### src/rtl/serial_receiver.sv
// serial_receiver: UART-style receiver (start, LSB-first data, stop) with mid-bit sampling.
module serial_receiver #(
  parameter int CLKS_PER_BIT = 434,
  parameter int DATA_WIDTH   = 8
) (
  input  logic                  clk,
  input  logic                  reset,
  input  logic                  rx,
  output logic [DATA_WIDTH-1:0] inputdata,
  output logic                  inputdata_ready,
  output logic                  framing_error
);
  localparam int CW = (CLKS_PER_BIT > 1) ? $clog2(CLKS_PER_BIT) : 1;
  localparam int IW = (DATA_WIDTH > 1) ? $clog2(DATA_WIDTH) : 1;
  localparam logic [CW-1:0] MID = CW'((CLKS_PER_BIT - 1) / 2);
  localparam logic [CW-1:0] LAST = CW'(CLKS_PER_BIT - 1);
  localparam logic [IW-1:0] ILAST = IW'(DATA_WIDTH - 1);
  typedef enum logic [2:0] {IDLE, START, DATA, STOP, WAIT_IDLE} state_t;
  state_t                  state, state_n;
  logic [CW-1:0]           cnt, cnt_n;
  logic [IW-1:0]           idx, idx_n;
  logic [DATA_WIDTH-1:0]   shift, shift_n, data_n;
  logic                    rdy_n, err_n, rx_m, rx_s;
  // Synchronizer resets high so a released reset never looks like a start bit.
  always_ff @(posedge clk) begin
    if (reset) begin
      rx_m            <= 1'b1;
      rx_s            <= 1'b1;
      state           <= IDLE;
      cnt             <= '0;
      idx             <= '0;
      shift           <= '0;
      inputdata       <= '0;
      inputdata_ready <= 1'b0;
      framing_error   <= 1'b0;
    end else begin
      rx_m            <= rx;
      rx_s            <= rx_m;
      state           <= state_n;
      cnt             <= cnt_n;
      idx             <= idx_n;
      shift           <= shift_n;
      inputdata       <= data_n;
      inputdata_ready <= rdy_n;
      framing_error   <= err_n;
    end
  end
  always_comb begin
    state_n = state;
    cnt_n   = cnt + 1'b1;
    idx_n   = idx;
    shift_n = shift;
    data_n  = inputdata;
    rdy_n   = 1'b0;
    err_n   = 1'b0;
    case (state)
      IDLE: begin
        cnt_n   = '0;
        state_n = rx_s ? IDLE : START;
      end
      START: if (cnt == MID) begin
        cnt_n   = '0;
        idx_n   = '0;
        state_n = rx_s ? IDLE : DATA;
      end
      DATA: if (cnt == LAST) begin
        cnt_n   = '0;
        shift_n = {rx_s, shift[DATA_WIDTH-1:1]};
        idx_n   = (idx == ILAST) ? '0 : idx + 1'b1;
        state_n = (idx == ILAST) ? STOP : DATA;
      end
      STOP: if (cnt == LAST) begin
        cnt_n   = '0;
        rdy_n   = rx_s;
        err_n   = !rx_s;
        data_n  = rx_s ? shift : inputdata;
        state_n = rx_s ? IDLE : WAIT_IDLE;
      end
      WAIT_IDLE: begin
        cnt_n   = '0;
        state_n = rx_s ? IDLE : WAIT_IDLE;
      end
      default: state_n = IDLE;
    endcase
  end
endmodule

### config.mk
export PLATFORM = sky130hd
export DESIGN_NAME = serial_receiver
export DESIGN_NICKNAME = d
export VERILOG_FILES = /design/src/rtl/serial_receiver.sv
export SDC_FILE = /design/constraint.sdc
export NUM_CORES = 1
export LEC_CHECK = 0
export CAP_MARGIN = 20
export CORE_MARGIN = 2
export CORE_UTILIZATION = 51
export CTS_BUF_LIST = sky130_fd_sc_hd__clkbuf_4 sky130_fd_sc_hd__clkbuf_8
export CTS_CLUSTER_DIAMETER = 60
export CTS_CLUSTER_SIZE = 30
export DETAILED_ROUTE_END_ITERATION = 10
export PLACE_DENSITY_LB_ADDON = 0.1
export SETUP_SLACK_MARGIN = 0.1
export SYNTH_ARGS = -nofsm -noshare
export SYNTH_HDL_FRONTEND = slang
export SYNTH_SLANG_ARGS = --single-unit
### constraint.sdc
create_clock -name clk -period 1.9 [get_ports clk]
set_input_delay 0.38 -clock clk [delete_from_list [all_inputs] [get_ports clk]]
set_output_delay 0.38 -clock clk [all_outputs]
set_load 0.01 [all_outputs]
======== Yosys cells after proc, flatten, opt, wreduce, memory -nomap -nowiden ========
Index checks and enable logic that the tools add are counted.
word-level totals
  output and inout port bits .............. 10
  logic and storage cells ................. 48
  input port bits ......................... 3
  register bits after elaboration ......... 35
cells by class
  equal/unequal tests ..................... 10
  $add $sub $neg .......................... 2
  multiplexer cells ....................... 15
  bitwise gates (word level) .............. 2
  reductions and logical operators ........ 10
operator list
  kind                 number
  $pmux 9 s3           1
  $mux 3               7
  $mux 9               2
  $pmux 3 s5           1
  $add 9x1->9 const B  1
  $eq 9x8->1 const B   1
  $eq 9x9->1 const B   1
  $reduce_and 3->1     3
  $eq 3x2->1 const B   2
  $eq 3x3->1 const B   2
  $ne 2x2->1 const B   3
  $pmux 3 s2           1
  $reduce_or 2->1      2
  $add 3x1->3 const B  1
  $eq 3x1->1 const B   1
  $logic_not 3->1      1
  $reduce_or 3->1      1
  $mux 1               2
  $mux 2               1
  $not 1->1            2
  $reduce_and 2->1     1
  $reduce_bool 2->1    1
  $logic_not 1->1      1

======== Longest topological paths before layout ========
  depth after elaboration ................. 4
  gate-level depth with buffers ........... 7
  mapped depth without buffers ............ 6

======== Worst setup path after synthesis ========
OpenSTA, ideal clock, no wires.
  path kind ............................... register to register
  start ................................... reg cnt[1]
  end ..................................... reg shift[1]
  setup time .............................. 0.128 ns
  arrival time ............................ 1.304 ns
  cell stages (with the launch flop) ...... 8
  required time ........................... 1.772 ns
  setup slack ............................. 0.468 ns
  path buffers ............................ 1
  cell sequence ........................... dfxtp_1 -> inv_1 -> ha_1 -> and4bb_2 -> nand4b_1 -> buf_6 -> mux2i_1 -> nor2_1
on the way
  longest elaborated chain between the ends .. 2
RTL lines
  element                            line  source
  start: declaration                 20    logic [CW-1:0] cnt, cnt_n;
  start signal: assignment           40    cnt <= cnt_n;
  $eq 9x9->1                         66    DATA: if (cnt == LAST) begin
  $reduce_and 2->1 (no source line)  --
  end signal: assignment             42    shift <= shift_n;
  end: declaration                   22    logic [DATA_WIDTH-1:0] shift, shift_n, data_n;
No other way between the ends.
A chain may end at the register's enable or synchronous reset.

======== Worst setup path in the final report ========
  start ................................... reg inputdata[6]
  end ..................................... out inputdata[6]
RTL lines
  element                   line  source
  start: declaration        9     output logic [DATA_WIDTH-1:0] inputdata,
  start signal: assignment  43    inputdata <= data_n;
No word-level cell between the ends.

==> results.tsv <==
metric	value	unit
synth_compound_area_share	6.13	%
vias	1126	
synth_fa_ha_area_share	4.14	%
seq_area_frac_synth	46.4	%
status	finished clean	
synth_common_cells	35 x dfxtp_1, 33 x nor2_1, 17 x mux2i_1	
num_rows	19	
clkSlewWorstSetupHoldPaths	0.11	ns
syn2layout_area_growth	16.1	%
cpLargestDelayFamily	buffers and inverters	
cts_sinks	35	
yosysWarningCount	0	
fp.dieW	58.4	um
yosysUniqueCellTypes	38	
r2r_cells	6	
grt_pass1_wl	4.61	mm
drt_iter0_markers	29	
start_util	54.3	%
p_per_area	823	nW/um2
die-area	3420	um2
grt.total_usage	17.8	%
core	2780	um2
cts_tree	done	
htree_levels	2	
critPathSlowestCell	clkdlybuf4s50_1	
via_per_inst	5.57	
ir_worst_vdd	0.742	mV
grt_max_degree	22	
worst_slew_pin_slew	0.412	ns
cts_resized	0	
synth_top_area_share	46.4	%
power.leakage	0.748	nW
async_flop_share	0	%
syn_area_per_cell	9.81	um2
drcViolationCount	0	
overflow	0	
worst-path-stages	1	
drv_cap	0	
cts_made_buffers	5	
io_pins	13	
switchingPower	0.272	mW
drv_slew	0	
seqPwrFrac	51.3	%
clk_latency	0.34	ns
ys.flop_type	dfxtp_1	
drtPass1Iterations	4	
antenna_found_initial	0	
die_height	58.4	um
period_minus_slack	1.60	ns
cp_cell_sequence	clkdlybuf4s50_1	
final_layout_size_suffix_gt1_share	9.94	%
worst_clock_skew	0.0156	ns
tns	0	ns
synthTopCellsByArea	dfxtp_1 46%, mux2i_1 11%, nor2_1 8.2%	
detail-route-antenna-nets	0	
total_power	1.44	mW
cts_setup_buffers	0	
max-slew-margin-rel	72.3	%
p_sw_share	18.8	%
crit_fanout	2	
routed_wl	2.63	mm
synth_enable_flop_cells	0	
yosysMostFrequentCell	dfxtp_1	
synth_top_cell_by_area	dfxtp_1	
dp_hpwl	1.88	mm
ys_ff_latch	35	
hp-class	flop to flop	
p_int	1.17	mW
clkPwrFrac	46.8	%
clock_path_buffers	2	
post_drt_wl_per_cell	13.0	um
port_buffers	12	
worst_ep_required_time	1.52	ns
critPathLaunchType	flop	
rsz0062_at_grt	no	
cp-end-kind	output pin	
path_class	flop to output pin	
root_buffer	clkbuf_4	
synth_nets	162	
min_path_cells	1	
period_share	84.3	%
max_stage_delay	0.53	ns
pwr-share-comb	1.9	%
critical_path_buf_inv_count	1	
synthCells	154	
synth_xor_xnor_area_share	4.06	%
cts_hold_buf	0	
first_global_vias	1054	
diodes	0	
crit_arrival	1.22	ns
muxShareOfSynthArea	11.3	%
finalHoldViolations	0	
synth_top_family_by_area	simple AND/OR/NAND/NOR gates	
syn-cell-area	1510	um2
globalplace.congestion	0.828	
setup_viol	0	
yosys.area_share.simple	24.8	%
max_freq	624	MHz
nets	178	
-- cell families (layout without fill, tap and decap cells) --
group           Yosys count  after routing
compound gates           10             10
xor+xnor                  7              7
simple gates             71             71
flops                    35             35
mux                      17             17
fa+ha+maj                 5              5
buf+inv                   9             26
-- through the flow --
step | area (um2) | std cells | utilization (%) | setup WS [ns] | hold slack [ns]
finish | 1760 | 202 | 63.1 | 0.298 | 0.425
detailed placement | 1650 | 194 | 59.3 | 0.334 | 0.401
global route | 1760 | 202 | 63.1 | 0.132 | 0.437
CTS | 1760 | 202 | 63.1 | 0.279 | 0.430
global placement | 1650 | 194 | 59.3 | 0.351 | 0.394
floorplan | 1510 | 154 | - | 0.468 | 0.389
-- worst register-to-register path: cells and delay by family, from the launching register on --
family | cells | cell delay, ns
compound gates | 1 | 0.25
flops | 1 | 0.37
mux | 1 | 0.19
fa+ha+maj | 1 | 0.19
buf+inv | 1 | 0.08
simple gates | 2 | 0.48
-- sequential cells by signal, indices dropped and copies added (netlist names) --
signal           cells
cnt                  9
inputdata            8
shift                8
idx                  3
state                3
framing_error        1
inputdata_ready      1
rx_m                 1
rx_s                 1
-- per-layer routing --
| layer | routed length [um] | GRT usage (%) | up-vias |
|---|---|---|---|
| met5 | 0 | 0 | - |
| li1 | - | - | 572 |
| met4 | 53 | 9.30 | 0 |
| met1 | 1310 | 22.4 | 532 |
| met2 | 1150 | 27.6 | 15 |
| met3 | 110 | 5.27 | 7 |
-- final cells by class --
class	instances	area [um2]
Multi-Input combinational cell	110	761
Tap cell	31	38.8
Inverter	4	15.0
Clock buffer	6	45.0
Sequential cell	35	701
Fill cell	235	1030
Timing Repair Buffer	14	135
Clock inverter	2	60.1
-- cells in the final DEF (no fill, tap or decap), types with 2 or more instances in the layout --
| cell | count |
|---|---|
| or2_2 | 2 |
| xnor2_1 | 4 |
| clkbuf_4 | 6 |
| xor2_1 | 3 |
| nor2_1 | 33 |
| nand4_1 | 5 |
| nor3_1 | 3 |
| ha_1 | 5 |
| and4b_1 | 2 |
| o2111ai_1 | 2 |
| nand2_1 | 7 |
| nand4b_1 | 2 |
| bufinv_16 | 2 |
| clkdlybuf4s50_1 | 12 |
| dfxtp_1 | 35 |
| inv_1 | 4 |
| buf_4 | 2 |
| nand3_1 | 5 |
| mux2i_1 | 17 |
-- worst paths after layout --
check | from | to | slack (ns)
min reg2reg | rx_m | rx_s | 0.42
min | rx_m | rx_s | 0.42
max reg2reg | cnt[1] | state[0] | 0.31
max | inputdata[6] | inputdata[6] | 0.30
-- power groups by stage --
stage	combinational (mW)	clock [mW]	sequential, mW
after floorplan	0.0202	0	0.755
after global placement	0.0277	0	0.757
after detailed placement	0.0284	0	0.758
after CTS	0.0284	0.684	0.741
after global routing	0.0314	0.705	0.742
final	0.0280	0.676	0.741
No activity file was read; power rests on OpenSTA's default activity.
